**src/rtl/lift_scheduler_if.sv**
```systemverilog
// lift_scheduler_if
//   Bundles the signals between the lift scheduler and its neighbours
//   (call-button logic, door controller, floor indicator).
//
//   Door handshake: the scheduler raises door_req for exactly one cycle to
//   ask for a door open, or to extend an open door. The door controller
//   reports the physical door through door_open, which is a level. The
//   scheduler considers the cycle finished when it has seen door_open rise
//   and then fall. call_req is a level per floor. Any cycle it is high
//   latches a call.
//
//   Modports
//     master : the scheduler (drives status and door_req)
//     slave  : the environment (drives call_req and door_open)
//   state_dbg exposes the scheduler FSM state for observation.
interface lift_scheduler_if #(
    parameter int N_FLOORS = 12,
    parameter int FLOOR_W  = 4
);
    logic [N_FLOORS-1:0] call_req;
    logic                door_open;
    logic                door_req;
    logic [FLOOR_W-1:0]  current_floor;
    logic                moving_up;
    logic                moving_down;
    logic [N_FLOORS-1:0] pending;
    logic                idle;
    logic                fault;
    logic [2:0]          state_dbg;

    modport master (
        input  call_req, door_open,
        output door_req, current_floor, moving_up, moving_down,
               pending, idle, fault, state_dbg
    );

    modport slave (
        output call_req, door_open,
        input  door_req, current_floor, moving_up, moving_down,
               pending, idle, fault, state_dbg
    );
endinterface

```
**src/rtl/lift_scheduler.sv**
```systemverilog
// lift_scheduler
//   Car-motion scheduler. It latches floor calls and chooses the travel
//   direction with a SCAN policy: the car keeps going while calls lie ahead
//   and reverses otherwise. It times floor-to-floor travel. On arrival it
//   pulses door_req and holds the car until the door has opened and closed.
//
//   Ports
//     clk      : system clock, rising edge
//     reset_n  : asynchronous active-low reset
//     bus      : lift_scheduler_if.master. It carries call_req and door_open
//                in, and door_req, current_floor, moving_up, moving_down,
//                pending, idle, fault and state_dbg out.
//
//   Optional feature macro: LIFT_DOOR_WATCHDOG_EN
//     When this macro is defined, a watchdog runs in DOOR_WAIT. If door_open
//     has not risen DOOR_ACK_TIMEOUT cycles after door_req, the watchdog
//     sets a sticky fault and parks the car in IDLE.
//     When it is undefined, fault is constant 0.
module lift_scheduler #(
    parameter int N_FLOORS            = 12,
    parameter int FLOOR_W             = 4,
    parameter int FLOOR_TRAVEL_CYCLES = 100,
    parameter int DOOR_ACK_TIMEOUT    = 64
) (
    input  logic             clk,
    input  logic             reset_n,
    lift_scheduler_if.master bus
);
    localparam logic [2:0] S_IDLE      = 3'd0;
    localparam logic [2:0] S_MOVE      = 3'd1;
    localparam logic [2:0] S_ARRIVE    = 3'd2;
    localparam logic [2:0] S_DOOR_WAIT = 3'd3;
    localparam logic [2:0] S_DOOR_HOLD = 3'd4;

    localparam int TRAVEL_W = (FLOOR_TRAVEL_CYCLES > 1) ? $clog2(FLOOR_TRAVEL_CYCLES) : 1;
    localparam logic [TRAVEL_W-1:0] TRAVEL_LAST = TRAVEL_W'(FLOOR_TRAVEL_CYCLES - 1);
    localparam logic [FLOOR_W-1:0]  TOP_FLOOR   = FLOOR_W'(N_FLOORS - 1);

    // Floor indexing goes through these helpers so that FLOOR_W may be wider
    // than the pending vector needs.
    function automatic logic bit_at(input logic [N_FLOORS-1:0] v, input logic [FLOOR_W-1:0] f);
        logic r;
        r = 1'b0;
        for (int i = 0; i < N_FLOORS; i++)
            if (FLOOR_W'(i) == f) r = v[i];
        return r;
    endfunction

    function automatic logic any_above(input logic [N_FLOORS-1:0] v, input logic [FLOOR_W-1:0] f);
        logic r;
        r = 1'b0;
        for (int i = 0; i < N_FLOORS; i++)
            if (FLOOR_W'(i) > f && v[i]) r = 1'b1;
        return r;
    endfunction

    function automatic logic any_below(input logic [N_FLOORS-1:0] v, input logic [FLOOR_W-1:0] f);
        logic r;
        r = 1'b0;
        for (int i = 0; i < N_FLOORS; i++)
            if (FLOOR_W'(i) < f && v[i]) r = 1'b1;
        return r;
    endfunction

    logic [2:0]          state_q, state_d;
    logic [FLOOR_W-1:0]  floor_q, floor_d;
    logic [TRAVEL_W-1:0] cnt_q, cnt_d;
    logic [N_FLOORS-1:0] pending_q, pending_d;
    logic [N_FLOORS-1:0] call_prev_q, call_prev_d;
    logic                dir_up_q, dir_up_d;
    logic                door_req_q, door_req_d;
    logic                fault_now;

    logic [N_FLOORS-1:0] cur_mask;
    logic [FLOOR_W-1:0]  next_floor;
    logic                in_door, absorb, ahead_fwd, ahead_rev, at_limit;

`ifdef LIFT_DOOR_WATCHDOG_EN
    localparam int WD_W = $clog2(DOOR_ACK_TIMEOUT + 1);
    logic [WD_W-1:0] wd_cnt_q, wd_cnt_d;
    logic            fault_q, fault_d;
    assign fault_now = fault_q;
`else
    assign fault_now = 1'b0;
`endif

    always_comb begin
        state_d     = state_q;
        floor_d     = floor_q;
        cnt_d       = cnt_q;
        dir_up_d    = dir_up_q;
        call_prev_d = bus.call_req;
`ifdef LIFT_DOOR_WATCHDOG_EN
        wd_cnt_d = wd_cnt_q;
        fault_d  = fault_q;
`endif
        cur_mask = '0;
        for (int i = 0; i < N_FLOORS; i++)
            if (FLOOR_W'(i) == floor_q) cur_mask[i] = 1'b1;

        // While the car stands at a floor with the door cycle running, a
        // call for that floor is consumed rather than latched. A fresh press
        // (rising edge) re-pulses door_req so the door controller restarts
        // its hold.
        in_door   = (state_q == S_ARRIVE) || (state_q == S_DOOR_WAIT) || (state_q == S_DOOR_HOLD);
        absorb    = ((state_q == S_DOOR_WAIT) || (state_q == S_DOOR_HOLD)) &&
                    bit_at(bus.call_req & ~call_prev_q, floor_q);
        pending_d = (pending_q | bus.call_req) & ~(in_door ? cur_mask : '0);

        ahead_fwd  = dir_up_q ? any_above(pending_q, floor_q) : any_below(pending_q, floor_q);
        ahead_rev  = dir_up_q ? any_below(pending_q, floor_q) : any_above(pending_q, floor_q);
        at_limit   = dir_up_q ? (floor_q == TOP_FLOOR) : (floor_q == '0);
        next_floor = dir_up_q ? floor_q + FLOOR_W'(1) : floor_q - FLOOR_W'(1);

        case (state_q)
            S_IDLE: begin
                cnt_d = '0;
                if (!bus.door_open && !fault_now) begin
                    if (bit_at(pending_q, floor_q)) begin
                        state_d = S_ARRIVE;
                    end else if (ahead_fwd) begin
                        state_d = S_MOVE;
                    end else if (ahead_rev) begin
                        dir_up_d = ~dir_up_q;
                        state_d  = S_MOVE;
                    end
                end
            end
            S_MOVE: begin
                if (cnt_q == TRAVEL_LAST) begin
                    cnt_d = '0;
                    if (at_limit) begin
                        state_d = S_IDLE;
                    end else begin
                        floor_d = next_floor;
                        if (bit_at(pending_q, next_floor))
                            state_d = S_ARRIVE;
                        else if (!(dir_up_q ? any_above(pending_q, next_floor)
                                            : any_below(pending_q, next_floor)))
                            state_d = S_IDLE;
                    end
                end else begin
                    cnt_d = cnt_q + TRAVEL_W'(1);
                end
            end
            S_ARRIVE: begin
                state_d = S_DOOR_WAIT;
`ifdef LIFT_DOOR_WATCHDOG_EN
                // The ARRIVE cycle is the door_req cycle, so the first
                // DOOR_WAIT cycle is already one cycle after the request.
                wd_cnt_d = WD_W'(1);
`endif
            end
            S_DOOR_WAIT: begin
                if (bus.door_open) begin
                    state_d = S_DOOR_HOLD;
`ifdef LIFT_DOOR_WATCHDOG_EN
                end else if (wd_cnt_q >= WD_W'(DOOR_ACK_TIMEOUT - 1)) begin
                    fault_d = 1'b1;
                    state_d = S_IDLE;
                end else begin
                    wd_cnt_d = wd_cnt_q + WD_W'(1);
`endif
                end
            end
            S_DOOR_HOLD: begin
                if (!bus.door_open) state_d = S_IDLE;
            end
            default: state_d = S_IDLE;
        endcase

        door_req_d = (state_d == S_ARRIVE) || absorb;
    end

    always_ff @(posedge clk or negedge reset_n) begin
        if (!reset_n) begin
            state_q     <= S_IDLE;
            floor_q     <= '0;
            cnt_q       <= '0;
            pending_q   <= '0;
            call_prev_q <= '0;
            dir_up_q    <= 1'b1;
            door_req_q  <= 1'b0;
        end else begin
            state_q     <= state_d;
            floor_q     <= floor_d;
            cnt_q       <= cnt_d;
            pending_q   <= pending_d;
            call_prev_q <= call_prev_d;
            dir_up_q    <= dir_up_d;
            door_req_q  <= door_req_d;
        end
    end

`ifdef LIFT_DOOR_WATCHDOG_EN
    always_ff @(posedge clk or negedge reset_n) begin
        if (!reset_n) begin
            wd_cnt_q <= '0;
            fault_q  <= 1'b0;
        end else begin
            wd_cnt_q <= wd_cnt_d;
            fault_q  <= fault_d;
        end
    end
`endif

    assign bus.door_req      = door_req_q;
    assign bus.current_floor = floor_q;
    assign bus.moving_up     = (state_q == S_MOVE) && dir_up_q;
    assign bus.moving_down   = (state_q == S_MOVE) && !dir_up_q;
    assign bus.pending       = pending_q;
    assign bus.idle          = (state_q == S_IDLE);
    assign bus.fault         = fault_now;
    assign bus.state_dbg     = state_q;
endmodule
```
**src/flat_wrapper.sv**
```systemverilog
// flat-port wrapper written by rule: the top's interface ports become plain ports
module lift_scheduler_flat 
#(
    parameter int N_FLOORS            = 12,
    parameter int FLOOR_W             = 4,
    parameter int FLOOR_TRAVEL_CYCLES = 100,
    parameter int DOOR_ACK_TIMEOUT    = 64
)
  (clk, reset_n, bus_call_req, bus_door_open, bus_door_req, bus_current_floor, bus_moving_up, bus_moving_down, bus_pending, bus_idle, bus_fault, bus_state_dbg);
  lift_scheduler_if #(.N_FLOORS(N_FLOORS), .FLOOR_W(FLOOR_W)) bus_i ();
  input  logic clk;
  input  logic reset_n;
  input wire logic [$bits(bus_i.call_req)-1:0] bus_call_req;
  input wire logic [$bits(bus_i.door_open)-1:0] bus_door_open;
  output wire logic [$bits(bus_i.door_req)-1:0] bus_door_req;
  output wire logic [$bits(bus_i.current_floor)-1:0] bus_current_floor;
  output wire logic [$bits(bus_i.moving_up)-1:0] bus_moving_up;
  output wire logic [$bits(bus_i.moving_down)-1:0] bus_moving_down;
  output wire logic [$bits(bus_i.pending)-1:0] bus_pending;
  output wire logic [$bits(bus_i.idle)-1:0] bus_idle;
  output wire logic [$bits(bus_i.fault)-1:0] bus_fault;
  output wire logic [$bits(bus_i.state_dbg)-1:0] bus_state_dbg;
  assign bus_i.call_req = bus_call_req;
  assign bus_i.door_open = bus_door_open;
  assign bus_door_req = bus_i.door_req;
  assign bus_current_floor = bus_i.current_floor;
  assign bus_moving_up = bus_i.moving_up;
  assign bus_moving_down = bus_i.moving_down;
  assign bus_pending = bus_i.pending;
  assign bus_idle = bus_i.idle;
  assign bus_fault = bus_i.fault;
  assign bus_state_dbg = bus_i.state_dbg;
  lift_scheduler #(.N_FLOORS(N_FLOORS), .FLOOR_W(FLOOR_W), .FLOOR_TRAVEL_CYCLES(FLOOR_TRAVEL_CYCLES), .DOOR_ACK_TIMEOUT(DOOR_ACK_TIMEOUT)) u_core (.clk(clk), .reset_n(reset_n), .bus(bus_i));
endmodule
```
**config.mk**
```make
export PLATFORM = sky130hd
export DESIGN_NAME = lift_scheduler_flat
export DESIGN_NICKNAME = d
export VERILOG_FILES = /design/src/rtl/lift_scheduler_if.sv /design/src/rtl/lift_scheduler.sv /design/src/flat_wrapper.sv
export SDC_FILE = /design/constraint.sdc
export NUM_CORES = 1
export LEC_CHECK = 0
export ABC_AREA = 1
export CORE_ASPECT_RATIO = 1.4
export CORE_MARGIN = 3
export CORE_UTILIZATION = 40
export CTS_CLUSTER_DIAMETER = 60
export DETAILED_ROUTE_END_ITERATION = 12
export GPL_TIMING_DRIVEN = 0
export PLACE_DENSITY = 0.7
export SLEW_MARGIN = 20
export SYNTH_ARGS = -nofsm -noshare
export SYNTH_HDL_FRONTEND = slang
export SYNTH_SLANG_ARGS = --single-unit
```
**constraint.sdc**
```tcl
create_clock -name clk -period 2.7 [get_ports clk]
set_input_delay 0.27 -clock clk [delete_from_list [all_inputs] [get_ports clk]]
set_output_delay 0.27 -clock clk [all_outputs]
set_load 0.03 [all_outputs]
```
# --- Yosys cells after proc, flatten, opt, wreduce, memory -nomap -nowiden ---
# Index checks and enable logic that the tools add are counted.
classes:
  muxes: 128
  n_lt_le_gt_ge: 48
  reduce_logical: 62
  n_bitwise: 10
  n_addsub: 3
  eq_ne: 29
op_table:
  columns: ["cell", "count"]
  rows:
  - ["two-way mux 1 bit", 113]
  - ["logical AND 1 bit", 51]
  - ["equality test 3 x 4 -> 1 bit, first input constant", 8]
  - ["equality test 4 bit, first input constant", 8]
  - ["> comparator 3 x 4 -> 1 bit, first input constant", 8]
  - ["> comparator 4 bit, first input constant", 8]
  - ["less-than comparator 3 x 4 -> 1 bit, first input constant", 8]
  - ["less-than comparator 4 bit, first input constant", 8]
  - ["two-way mux 3 bit", 10]
  - ["AND 12 bit", 2]
  - ["NOT 12 bit", 2]
  - ["equality test 2 x 4 -> 1 bit, first input constant", 4]
  - ["> comparator 1 x 4 -> 1 bit, first input constant", 4]
  - ["> comparator 2 x 4 -> 1 bit, first input constant", 4]
  - ["less-than comparator 1 x 4 -> 1 bit, first input constant", 4]
  - ["less-than comparator 2 x 4 -> 1 bit, first input constant", 4]
  - ["case mux 3 bit (5 select lines)", 1]
  - ["case mux 7 bit (2 select lines)", 1]
  - ["two-way mux 12 bit", 1]
  - ["bitwise OR 12 bit", 1]
  - ["equality test 3 x 2 -> 1 bit, second input constant", 3]
  - ["equality test 1 x 4 -> 1 bit, first input constant", 2]
  - ["zero test 4 bit", 2]
  - ["adder 7 x 1 -> 7 bit, second input constant", 1]
  - ["other kinds (15)", 22]
totals:
  inputBits: 15
  regBits: 40
  word_cells: 287

# --- Depth between registers and ports, before layout ---
logic_depth:
  ltp_word: 30
  depth_mapped: 20
  ltp_nobuf: 20

# --- Worst setup path after synthesis ---
# Ideal clock, no wire load.
synth_path:
  kind: "register to register"
  start: "register u_core.floor_q[1], in the netlist u_core.bus.current_floor[1]"
  end: "register u_core.door_req_q, in the netlist u_core.bus.door_req"
  period_less_slack_ps: 2405
  path_slack_ps: 295
  path_buffers: 0
  t_arrival_ps: 2341
  required_ps: 2635
  setup_time_ps: 65
  stages_incl_launch_ff: 16
  path_cell_list: "dfrtp_1 -> inv_1 -> ha_1 -> xnor2_4 -> nand2_1 -> nor2_2 -> nor2_1 -> nand2_1 -> nand2_1 -> nor3_2 -> nand2_1 -> nand3_1 -> nand2_1 -> nor2_1 -> nand2_1 -> nand2_1"
synth_via:
  elab_chain_len: 28
  word_cells_on_any_way: 237
  classes_between: "add/sub (2); order compare (48); eq/ne (24); mux (111); reduce/logical (52)"
synth_rtl:
  columns: ["item", "line", "rtl"]
  rows:
  - ["from (decl)", "lift_scheduler.sv:66", "logic [FLOOR_W-1:0] floor_q, floor_d;"]
  - ["from (signal assigned)", "lift_scheduler.sv:186", "floor_q <= floor_d;"]
  - ["subtractor 4 x 1 -> 4 bit or adder 4 x 1 -> 4 bit (tied branches)", "lift_scheduler.sv:113", "next_floor = dir_up_q ? floor_q + FLOOR_W'(1) : floor_q - FLOOR_W'(1);"]
  - ["two-way mux 4 bit", "lift_scheduler.sv:113", null]
  - ["less-than comparator 1 x 4 -> 1 bit or > comparator 1 x 4 -> 1 bit (tied branches)", "lift_scheduler.sv:61, lift_scheduler.sv:53", null]
  - ["logical AND 1 bit (on tied branches)", "lift_scheduler.sv:61, lift_scheduler.sv:53", null]
  - ["two-way mux 1 bit (on tied branches) (12 in a row)", "lift_scheduler.sv:61, lift_scheduler.sv:53", null]
  - ["two-way mux 1 bit", "lift_scheduler.sv:136", "if (bit_at(pending_q, next_floor))"]
  - ["two-way mux 1 bit", "lift_scheduler.sv:132", "if (at_limit) begin"]
  - ["two-way mux 1 bit", "lift_scheduler.sv:130", "if (cnt_q == TRAVEL_LAST) begin"]
  - ["[2 not listed]", null, null]
  - ["two-way mux 3 bit", "lift_scheduler.sv:138", "else if (!(dir_up_q ? any_above(pending_q, next_floor)"]
  - ["two-way mux 3 bit", "lift_scheduler.sv:136", null]
  - ["two-way mux 3 bit", "lift_scheduler.sv:132", null]
  - ["two-way mux 3 bit", "lift_scheduler.sv:130", null]
  - ["case mux 3 bit (5 select lines)", "lift_scheduler.sv:115", "case (state_q)"]
  - ["equality test 3 x 2 -> 1 bit", "lift_scheduler.sv:172", "door_req_d = (state_d == S_ARRIVE) || absorb;"]
  - ["logical OR 1 bit (*)", "lift_scheduler.sv:172", null]
  - ["named net u_core.door_req_d", "lift_scheduler.sv:71", "logic door_req_q, door_req_d;"]
  - ["to (signal assigned)", "lift_scheduler.sv:191", "door_req_q <= door_req_d;"]
  - ["to (decl)", "lift_scheduler.sv:71", null]
# Mark *: on every way through the listed nets, which the timed path passes. The rest lies on a longest branch. The select of a mux whose other input is x is not followed.
# A chain may end at the register's enable or synchronous reset.

# --- Final worst setup path ---
layout_path:
  start: "register u_core.floor_q[0], in the netlist u_core.bus.current_floor[0]"
  end: "register u_core.door_req_q, in the netlist u_core.bus.door_req"
# The elaborated chain is that of the path after synthesis.

==> flow_summary_export.csv <==
group,metric,value,unit
setup_path,startpoint,"u_core.bus.current_floor[0]",
yosys,netlist_top_cells_area,"dfrtp_1 (35%), nand2_1 (14%), inv_1 (8.2%)",
route,dr.pass1.iters,4,
route,ant_nets,0,
timing,setup_viol,0,
timing,maxSlewViolCount,0,
timing,worst_pin_slew,0.5306,ns
route,drc,0,
finish,antennaDiodeCount,0,
yosys,syn_inst,401,
route,postRouteWirelength,7.652,mm
floorplan,fp-row-count,35,
placement,port_buffers,37,
clock_tree,htreeDepth,2,
route,vias,2741,
route,drtIter0Drc,169,
setup_path,slowest_stage,"dfrtp_1",
clock_tree,numCtsBuffers,5,
setup_path,crit_top_cell,"nand2_1",
placement,dp_hpwl,5.884,mm
yosys,ys_seq_area_frac,0.3590,
global_route,gr-total-overflow,0,
setup_path,crit_path_end_kind,"register",
setup_path,critical_path_buf_inv_count,4,
floorplan,die_x,76.60,µm
floorplan,num_io_pins,39,
clock_tree,cts.reportedPaths.clkPinSlew,0.09,ns
setup_path,cp-start-kind,"register",
finish,utilization,0.5162,
yosys,yosysUniqueCellTypes,40,
global_route,antenna_found_initial,0,
clock_tree,cts-root-buf,"clkbuf_8",
yosys,ys_dominant_reg_cell,"dfrtp_1",
global_route,track_usage,0.1919,
clock_tree,tritoncts,"done",
yosys,yosysWarnings,0,
setup_path,rr_startpoint,"u_core.bus.current_floor[0]",
power,leakagePower,1.807,nW
finish,fin_nets,470,
yosys,syn-cell-area,0.002791,mm²
global_route,grt_pass1_wl,12.58,mm
global_route,grt_pass1_vias,2647,
timing,final-hold-violation-count,0,
floorplan,placeableCoreArea,0.006700,mm²
clock_tree,cts_max_path_buffers,2,
setup_path,slowest_delay,0.41,ns
placement,gp_congestion,0.8911,
timing,relSlewSlack,0.6463,
power,vdd_ir_drop_max,0.6381,mV
timing,rsz0062_at_grt,"no",
yosys,synth_fp_nets,421,
yosys,synth_seq_cells,40,
setup_path,critPathTopFamily,"simple AND/OR/NAND/NOR gates",
outcome,status,"finished clean",
global_route,grt_max_degree,32,
setup_path,path_max_fanout,9,
worst_hold_path,hp-class,"in -> async",
run,max_cap_viol_count,0,
clock_tree,insertion_delay,0.29,ns
setup_path,critPathRequiredTime,2.94,ns
floorplan,die_h,104.8,µm
floorplan,die_area,0.008031,mm²
yosys,synth.avg_cell_area,6.961,µm²
setup_path,cp.arrival,2.77,ns
power,power,2.449,mW
yosys,synth_area_leader_cell,"dfrtp_1",
timing,finalCritPeriodShare,0.9357,
floorplan,start_util,0.4166,
route,via_per_inst,5.048,
route,wire_per_inst,14.09,µm
timing,timing.fmax,395.8,MHz
setup_path,worstPathCellList,"buf_4, inv_4, ha_2, xnor2_4, inv_2, nand2_1, o21ai_1, nand2_1, inv_1, nor3_2, nand2_1, nand3_1, nand2_1, nor2_2, nand2_1, nand2_1",
timing,clock_skew,0.006498,ns
clock_tree,cts_sinks,40,
timing,fin_crit,2.526,ns
setup_path,criticalPathCategory,"reg -> reg",
timing,finalSetupTns,0,ns
yosys,synth_top_area_share,0.3496,
finish,area_growth,23.89,%
yosys,synth_edf_count,0,
yosys,synth-async-reset-ratio,1.000,
finish,drive_above_1_share,0.1109,
power,p_per_area,708.1,mW/mm²
-- what timing repair did --
item                       CTS  global route
hold buffers                 1             0
setup endpoints to repair    0             3
gates resized for setup      0             8
setup buffers                0             3
hold endpoints to repair     9             0
-- metrics by stage --
stage	hold WS, ns	cell area [µm²]	worst slack [ns]	std cells
detailed placement	0.1578	3292	0.03904	531
CTS	0.3660	3417	0.01203	540
floorplan	-0.02559	2791	0.2946	401
global route	0.3707	3458	0.02510	543
global placement	0.5205	3277	0.07219	530
finish	0.3699	3458	0.1736	543
-- Yosys cell counts (all sizes together) (5+ instances only) --
cell type / instances
nand2: 110
ha: 5
buf: 7
inv: 66
nor2: 45
nor3: 7
o21ai: 28
nand3: 35
dfrtp: 39
xor2: 5
a22oi: 6
a21oi: 20
-- cell families (layout without fill, tap and decap cells) --
kind of cell / count (synthesis) / in the layout / share of synthesized area
AND/OR/NAND/NOR: 206 / 206 / 0.3353
buffers and inverters: 74 / 124 / 0.1138
AO/OA/AOI/OAI: 68 / 68 / 0.1394
flip-flops: 40 / 40 / 0.3590
XOR/XNOR: 7 / 7 / 0.02869
adder cells (fa/ha/maj): 5 / 5 / 0.02241
other: 1 / 1 / 0.001343
-- power breakdown --
group	total, mW	leakage [nW]	switching, mW	internal, mW
Sequential	0.731	0.458	0.0636	0.668
Clock	0.527	0.0548	0.248	0.279
Combinational	1.19	1.29	0.757	0.434
-- path summary, 6_finish.rpt --
| path | to | slack, ns | depth (start not counted) |
|---|---|---|---|
| worst min register to register | u_core.cnt_q[0] | 0.54 | 1 |
| max in group asynchronous | u_core.dir_up_q | 1.83 | 3 |
| worst max register to register | u_core.bus.door_req | 0.17 | 16 |
| worst min-delay path | u_core.cnt_q[0] | 0.37 | 2 |
| worst max-delay path | u_core.bus.door_req | 0.17 | 16 |
| min in group clk | u_core.call_prev_q[11] | 0.43 | 1 |
-- layout by cell type, fill, tap and decap left out, types with 5 or more instances in the layout --
cell | netlist | routed
o21ai_0 | 24 | 24
clkdlybuf4s50_1 | 0 | 35
xor2_1 | 5 | 5
nand2_1 | 104 | 103
nor3_1 | 6 | 6
inv_1 | 61 | 60
dfrtp_1 | 39 | 38
a22oi_1 | 6 | 6
nand2_2 | 4 | 5
nand3_1 | 35 | 35
nor2_2 | 3 | 5
clkbuf_8 | 0 | 5
buf_4 | 3 | 6
nor2_1 | 38 | 36
a21oi_1 | 19 | 19
-- per-layer routing --
layer,share of wire,up-vias,global-route usage
met5,0,-,0
met3,0.043,10,0.03362
met2,0.51,73,0.3421
met1,0.43,1270,0.2342
met4,0.017,0,0.05699
li1,-,1388,-
-- sequential cells by signal, summed over array words and instances (netlist names) --
name,cells
u_core.bus.state_dbg,3
u_core.bus.pending,12
u_core.call_prev_q,12
u_core.dir_up_q,1
u_core.bus.door_req,1
u_core.cnt_q,7
u_core.bus.current_floor,4
-- final cells by class --
class	count	area, µm²
multi-input cells	287	1486
clock buffers	5	68.82
flip-flops and latches	40	1003
clock inverters	3	46.29
repair buffers	42	420.4
well taps	92	115.1
fillers	660	3242
inverters	66	252.7
plain buffers	8	65.06
Note: power is estimated with default switching activity, not from simulation.
